[config.mk]
export PLATFORM = sky130hd
export DESIGN_NAME = traffic_light_fsm
export DESIGN_NICKNAME = d
export VERILOG_FILES = /design/src/rtl/traffic_light_fsm.sv
export SDC_FILE = /design/constraint.sdc
export NUM_CORES = 1
export LEC_CHECK = 0
export BUFFER_PORTS_ARGS = -buffer_cell sky130_fd_sc_hd__buf_2
export CAP_MARGIN = 20
export CORE_AREA = 8 8 45 47
export DETAILED_ROUTE_END_ITERATION = 8
export DIE_AREA = 0 0 53 55
export GPL_TIMING_DRIVEN = 0
export HOLD_SLACK_MARGIN = 0.15
export PLACE_DENSITY = 0.83
export SLEW_MARGIN = 25
export SYNTH_ARGS = -nofsm -noshare
export SYNTH_HDL_FRONTEND = slang
export SYNTH_SLANG_ARGS = --single-unit
[constraint.sdc]
create_clock -name in_clk_i -period 2.8 [get_ports in_clk_i]
set_input_delay 0.14 -clock in_clk_i [delete_from_list [all_inputs] [get_ports in_clk_i]]
set_output_delay 0.14 -clock in_clk_i [all_outputs]
set_load 0.02 [all_outputs]
[src/rtl/traffic_light_fsm.sv]
// traffic_light_fsm: two-road traffic-light controller with a pedestrian walk phase
//   Ports:
//     in_clk_i       board clock, the only clock
//     reset_i        synchronous active-high reset
//     slow_clk_i     divided square wave, sampled as data; its rising edge is a tick
//     ped_btn_i      raw asynchronous pedestrian button
//     light_ns_o     NS lamps {R,Y,G}, one-hot
//     light_ew_o     EW lamps {R,Y,G}, one-hot
//     walk_o         pedestrian walk lamp
//     ped_pending_o  latched pedestrian request not yet served
//     state_o        current state code for debug
module traffic_light_fsm #(
   parameter int GREEN_TICKS  = 5,
   parameter int YELLOW_TICKS = 2,
   parameter int ALLRED_TICKS = 1,
   parameter int WALK_TICKS   = 4,
   parameter int TW           = 4
) (
   input  logic       in_clk_i,
   input  logic       reset_i,
   input  logic       slow_clk_i,
   input  logic       ped_btn_i,
   output logic [2:0] light_ns_o,
   output logic [2:0] light_ew_o,
   output logic       walk_o,
   output logic       ped_pending_o,
   output logic [2:0] state_o
);
   typedef enum logic [2:0] {
      NS_GREEN  = 3'd0,
      NS_YELLOW = 3'd1,
      ALL_RED_1 = 3'd2,
      EW_GREEN  = 3'd3,
      EW_YELLOW = 3'd4,
      ALL_RED_2 = 3'd5,
      WALK      = 3'd6,
      ILLEGAL   = 3'd7
   } state_t;

   state_t        state_q, state_d, nxt;
   logic [TW-1:0] cnt_q, cnt_d, dur;
   logic          slow_d_q, ps1_q, ps2_q, ps3_q, ped_q, ped_d;
   logic          tick, ped_edge, last;

   assign tick     = slow_clk_i & ~slow_d_q;
   assign ped_edge = ps2_q & ~ps3_q;
   assign dur      = (state_q == NS_GREEN  || state_q == EW_GREEN)  ? TW'(GREEN_TICKS)  :
                     (state_q == NS_YELLOW || state_q == EW_YELLOW) ? TW'(YELLOW_TICKS) :
                     (state_q == WALK)                              ? TW'(WALK_TICKS)   :
                                                                      TW'(ALLRED_TICKS);
   assign last     = cnt_q == dur - TW'(1);
   assign nxt      = state_q == NS_GREEN  ? NS_YELLOW :
                     state_q == NS_YELLOW ? ALL_RED_1 :
                     state_q == ALL_RED_1 ? EW_GREEN  :
                     state_q == EW_GREEN  ? EW_YELLOW :
                     state_q == EW_YELLOW ? ALL_RED_2 :
                     state_q == ALL_RED_2 ? (ped_q ? WALK : NS_GREEN) :
                                            NS_GREEN;

   always_ff @(posedge in_clk_i) begin
      if (reset_i) begin
         state_q  <= NS_GREEN;
         cnt_q    <= '0;
         slow_d_q <= 1'b0;
         ps1_q    <= 1'b0;
         ps2_q    <= 1'b0;
         ps3_q    <= 1'b0;
         ped_q    <= 1'b0;
      end else begin
         state_q  <= state_d;
         cnt_q    <= cnt_d;
         slow_d_q <= slow_clk_i;
         ps1_q    <= ped_btn_i;
         ps2_q    <= ps1_q;
         ps3_q    <= ps2_q;
         ped_q    <= ped_d;
      end
   end

   // Illegal code recovers unconditionally, without waiting for a tick.
   always_comb begin
      state_d = state_q;
      cnt_d   = cnt_q;
      if (state_q == ILLEGAL) begin
         state_d = NS_GREEN;
         cnt_d   = '0;
      end else if (tick) begin
         state_d = last ? nxt : state_q;
         cnt_d   = last ? '0 : cnt_q + TW'(1);
      end
   end

   // Entering WALK serves the request and swallows any press in that same cycle.
   assign ped_d = (state_d == WALK && state_q != WALK) ? 1'b0 :
                  (ped_edge && state_q != WALK)        ? 1'b1 : ped_q;

   always_comb begin
      light_ns_o    = state_q == NS_GREEN  ? 3'b001 : state_q == NS_YELLOW ? 3'b010 : 3'b100;
      light_ew_o    = state_q == EW_GREEN  ? 3'b001 : state_q == EW_YELLOW ? 3'b010 : 3'b100;
      walk_o        = state_q == WALK;
      ped_pending_o = ped_q;
      state_o       = state_q;
   end
endmodule
## Word level (Yosys, flattened, before mapping)

Cells that the tools add are included.

| storage, ports and cells | value |
|---|---|
| register bits | 12 |
| input port bits | 4 |
| output and inout bits | 11 |
| logic and storage cells | 48 |

| cells by class | value |
|---|---|
| add/sub/neg operators | 2 |
| equal/unequal tests | 10 |
| mux-type cells | 18 |
| bitwise gates (word level) | 4 |
| reductions and logical operators | 7 |

Operators with widths:

| kind | count |
|---|---|
| 3-bit two-way mux | 17 |
| 3-bit equality test (second input constant) | 5 |
| 3-bit by 2-bit equality test with 1-bit output (second input constant) | 2 |
| 4-bit by 1-bit adder with 4-bit output (second input constant) | 1 |
| 4-bit equality test | 1 |
| 4-bit two-way mux | 1 |
| 2-bit OR reduction | 2 |
| 3-bit by 1-bit subtractor with 4-bit output (second input constant) | 1 |
| 3-bit by 1-bit equality test with 1-bit output (second input constant) | 1 |
| 3-bit logical NOT | 1 |
| 3-bit inequality test (second input constant) | 1 |
| 1-bit AND | 2 |
| 1-bit logical AND | 2 |
| 1-bit logical OR | 2 |
| 1-bit inverter | 2 |

## Logic depth before layout (Yosys ltp)

| logic depth | value |
|---|---|
| word-level depth | 13 |
| mapped depth | 6 |
| mapped depth without buffers | 5 |

## Worst setup path before layout

Ideal clock, no wire load.

| path | value |
|---|---|
| path type | reg-to-reg |
| start | register state_q[0] (netlist: state_o[0]) |
| end | register state_q[1] (netlist: state_o[1]) |
| library setup time | 0.074 ns |
| arrival time | 1.759 ns |
| data required time | 2.726 ns |
| slack | 0.967 ns |
| cell stages (with the launch flop) | 6 |
| buffers on the path | 0 |
| clock period less this slack | 1.833 ns |
| cells stage by stage | dfxtp_1 > nor3b_2 > nor3_2 > o2111a_2 > a221o_1 > a31oi_1 |

| on the way | value |
|---|---|
| cells in the longest elaborated chain, start to end | 10 |
| elaborated cells on any way between the ends | 24 |
| those cells by class | 1 x add/sub; 8 x eq/ne; 12 x mux; 3 x reduce/logical |

Ends and longest elaborated chain:

| element | line | RTL |
|---|---|---|
| start: declaration | 40 | `state_t state_q, state_d, nxt;` |
| start signal: assignment | 70 | `state_q <= state_d;` |
| branches (longest 9 deep; another with 3-bit by 1-bit subtractor with 4-bit output) | n/a |  |
| 3-bit two-way mux * | 84 | `if (state_q == ILLEGAL) begin` |

Every way passes the cells marked *.
A chain may end at the register's enable or synchronous reset.

## Final worst setup path

| path | value |
|---|---|
| start | register state_q[0] (netlist: state_o[0]) |
| end | register cnt_q[1] |

| on the way | value |
|---|---|
| cells in the longest elaborated chain, start to end | 7 |
| elaborated cells on any way between the ends | 15 |
| those cells by class | 1 x add/sub; 6 x eq/ne; 4 x mux; 4 x reduce/logical |

Ends and longest elaborated chain:

| element | line | RTL |
|---|---|---|
| 3-bit equality test (tied with other cells) | 49 | `(state_q == WALK) ? TW'(WALK_TICKS) :` |
| 3-bit two-way mux or 1-bit logical OR (tied branches) | 49, 48 |  |
| 3-bit two-way mux | 48 | `(state_q == NS_YELLOW \|\| state_q == EW_YELLOW) ? TW'(YELLOW_TICKS) :` |
| 3-bit two-way mux | 47 | `assign dur = (state_q == NS_GREEN \|\| state_q == EW_GREEN) ? TW'(GREEN_TICKS) :` |
| 3-bit by 1-bit subtractor with 4-bit output | 51 | `assign last = cnt_q == dur - TW'(1);` |
| 4-bit equality test | 51 |  |
| 4-bit two-way mux | 89 | `cnt_d = last ? '0 : cnt_q + TW'(1);` |
| end signal: assignment | 71 | `cnt_q <= cnt_d;` |
| end: declaration | 41 | `logic [TW-1:0] cnt_q, cnt_d, dur;` |

Several ways; a longest one is shown, not always the timed one.

==> impl_metrics.py <==
metrics = {
    "run_status": {
        "status": "completed",
    },
    "logic_synthesis": {
        "syn-cell-area_um2": 703.2,
        "synth_edf_count": 0,
        "synth-simple-area-share": 0.2580,
        "synth_top_family_by_area": "simple AND/OR/NAND/NOR gates",
        "synth_compound_area_frac": 0.2064,
        "ys_seq_area_frac": 0.3416,
        "synth_flop_cell": "dfxtp_1",
        "synth-seq-cells": 12,
        "synth.area.mux_share": 0.01423,
        "synthAdderAreaFrac": 0.01779,
        "avgSynthCellArea_um2": 9.766,
        "synth.distinct_cells": 36,
        "synth_nets": 77,
        "netlist_instances": 72,
        "synthXorXnorAreaFrac": 0.08541,
        "async_flop_share": 0,
        "yosysWarnings": 0,
    },
    "timing": {
        "slew_viol_final": 0,
        "finalSetupViolations": 0,
        "finalSetupTns_ns": 0,
        "min_period_ns": 1.796,
        "period_share": 0.6416,
        "clock.fmax_mhz": 556.7,
        "hold_viol": 0,
        "clock_skew_ns": 0.002926,
        "grt_setup_unrepaired": "no",
        "worst_slack_ns": 1.004,
        "slew_headroom": 0.7356,
        "hold_ws_ns": 0.4528,
        "tightest_slew_ns": 0.3938,
    },
    "grt": {
        "grt_max_degree": 11,
        "grt_pass1_wl_um": 2539,
        "globalRoute.totalOverflow": 0,
        "grtUsageTotal": 0.1142,
        "grt_pass1_vias": 594,
        "grt_use_met3": 0.03743,
        "use_met2": 0.1895,
        "grt_busiest_layer": "met2",
        "grt_use_met1": 0.1310,
        "antenna_found_initial": 0,
    },
    "run": {
        "cap_viol_max_count": 0,
    },
    "setup_path": {
        "critPathRequiredTime_ns": 2.95,
        "rr_worst_depth": 6,
        "cp-end-kind": "flop",
        "r2r_slack_ns": 1.00,
        "r2r_start": "state_o[0]",
        "critPathMaxFanout": 10,
        "cp-startpoint": "state_o[0]",
        "critPathLaunchType": "flop",
        "timing.rr.end": "cnt_q[1]",
        "cp.arrival_ns": 1.94,
        "worstSetupEndpoint": "cnt_q[1]",
        "timing_worst_setup_path_type": "flop to flop",
    },
    "clock_tree": {
        "cts_made_buffers": 3,
        "cts_htree_levels": 1,
        "clock-sinks": 12,
        "insertion_delay_ns": 0.28,
        "path_clk_slew_ns": 0.08,
        "post-cts-setup-buffers": 0,
        "cts_tree": "done",
        "clk_path_buf_depth": 2,
        "cts_root_buffer": "clkbuf_4",
    },
    "pwr": {
        "p_switching_mw": 0.2752,
        "p_seq_frac": 0.321,
        "p_sw_frac": 0.4128,
        "p_int_mw": 0.3915,
        "p_leak_nw": 0.3521,
        "combPwrFrac": 0.464,
        "ir_drop_mv": 0.3555,
        "clkPwrFrac": 0.214,
        "p_total_mw": 0.6667,
        "pwr_density_cell_nw_per_um2": 775.6,
    },
    "layout": {
        "final_cells": 109,
        "diodes": 0,
        "fill_cells": 120,
        "areaGrowthSynthToFinish_pct": 22.24,
        "nets": 99,
        "stdcell_area_um2": 859.6,
        "drive_gt1_frac": 0.3441,
        "fin_util": 0.6212,
    },
    "placed_design": {
        "gp_congestion": 0.7648,
        "dpl_cell_area_um2": 793.3,
        "dp.cells": 102,
        "detailedPlace.worstSlack_ns": 1.020,
        "post-dp-hpwl_um": 1095,
        "io_buffers": 14,
    },
    "route": {
        "routed_via_density": 5.569,
        "drt-initial-drc-count": 2,
        "vias": 607,
        "drtPass1Iterations": 3,
        "drtAntennaViolNets": 0,
        "drcViolationCount": 0,
        "wl_um": 1523,
        "wl_per_cell_um": 13.97,
    },
    "floorplanning": {
        "dieArea_um2": 2915,
        "rows": 14,
        "die_x_um": 53,
        "start_util": 0.5081,
        "die-height_um": 55,
        "ios": 15,
        "core_area_um2": 1384,
    },
    "worst_hold_path": {
        "hp-class": "flop to flop",
    },
}
[registers in the layout, summed over array words and instances, names as in the netlist]
register	count
ps3_q	1
cnt_q	4
slow_d_q	1
ped_pending_o	1
ps2_q	1
state_o	3
ps1_q	1
[cells in the mapped netlist (2+ instances only)]
| master | instances | share of area |
|---|---|---|
| a2111oi_1 | 3 | 0.043 |
| a31oi_1 | 4 | 0.036 |
| and2_1 | 2 | 0.018 |
| buf_6 | 2 | 0.032 |
| dfxtp_1 | 12 | 0.34 |
| inv_1 | 5 | 0.027 |
| nand3_1 | 2 | 0.014 |
| nand4_1 | 2 | 0.018 |
| nor2_1 | 3 | 0.016 |
| nor2b_1 | 8 | 0.071 |
| xnor2_1 | 3 | 0.037 |
| xor2_1 | 2 | 0.025 |
[power groups by stage]
stage               logic [mW]  registers (mW)  clock network (mW)
floorplan                0.223           0.228                   0
global placement         0.301           0.216                   0
detailed placement       0.307           0.218                   0
CTS                      0.311           0.214               0.144
global route             0.339           0.218               0.152
finish                   0.310           0.214               0.143
[critical path: stages (launching register included)]
cell and delay [ns]:
dfxtp_1 0.37, buf_6 0.16, nand3b_2 0.26, xor2_2 0.19, o2111ai_2 0.11, nor2_1 0.14, a2111oi_1 0.44
[cell usage in the layout (no fill, tap or decap), types with 3 or more instances in the layout]
| master | n |
|---|---|
| clkbuf_4 | 3 |
| buf_2 | 15 |
| inv_1 | 5 |
| dlygate4sd3_1 | 3 |
| a31oi_1 | 4 |
| a2111oi_1 | 3 |
| xnor2_1 | 3 |
| nor2b_1 | 8 |
| dfxtp_1 | 12 |
| nor2_1 | 3 |
[metal layers]
layer | vias to the layer above | wire, µm
met1 | 278 | 701
met4 | 0 | 27
met2 | 17 | 667
met5 | - | 0
met3 | 5 | 125
li1 | 307 | -
[area by class of cell]
type	count	area (µm²)	area share
Tap cell	16	20.02	0.02329
Buffer	4	35.03	0.04076
Sequential cell	12	240.2	0.2795
Inverter	5	18.77	0.02183
Timing Repair Buffer	17	100.1	0.1164
Clock buffer	4	36.28	0.04221
Multi-Input combinational cell	51	409.1	0.4760
[how the worst min path moves through the flow]
stage             from       end  slack, ns  cells after the start
6_report         ps1_q     ps2_q       0.45                      1
3_5_place_dp   reset_i  cnt_q[0]       0.36                      2
3_3_place_gp   reset_i  cnt_q[0]       0.35                      2
4_1_cts          ps1_q     ps2_q       0.46                      1
2_1_floorplan  reset_i  cnt_q[0]       0.21                      1
5_1_grt          ps1_q     ps2_q       0.47                      1
[cell families (layout without fill, tap and decap cells)]
group                    after synthesis  after routing
AO/OA/AOI/OAI                         16             16
XOR/XNOR                               6              6
adder cells (fa/ha/maj)                1              1
buffers and inverters                  9             30
flip-flops                            12             12
multiplexers                           1              1
AND/OR/NAND/NOR                       27             27
[repair_timing]
| item | in CTS | in global routing |
|---|---|---|
| hold buffers | 3 | 0 |
| resized for setup | 0 | 0 |
| hold endpoints to repair | 4 | 0 |
Power figures use the tool's default switching activity.
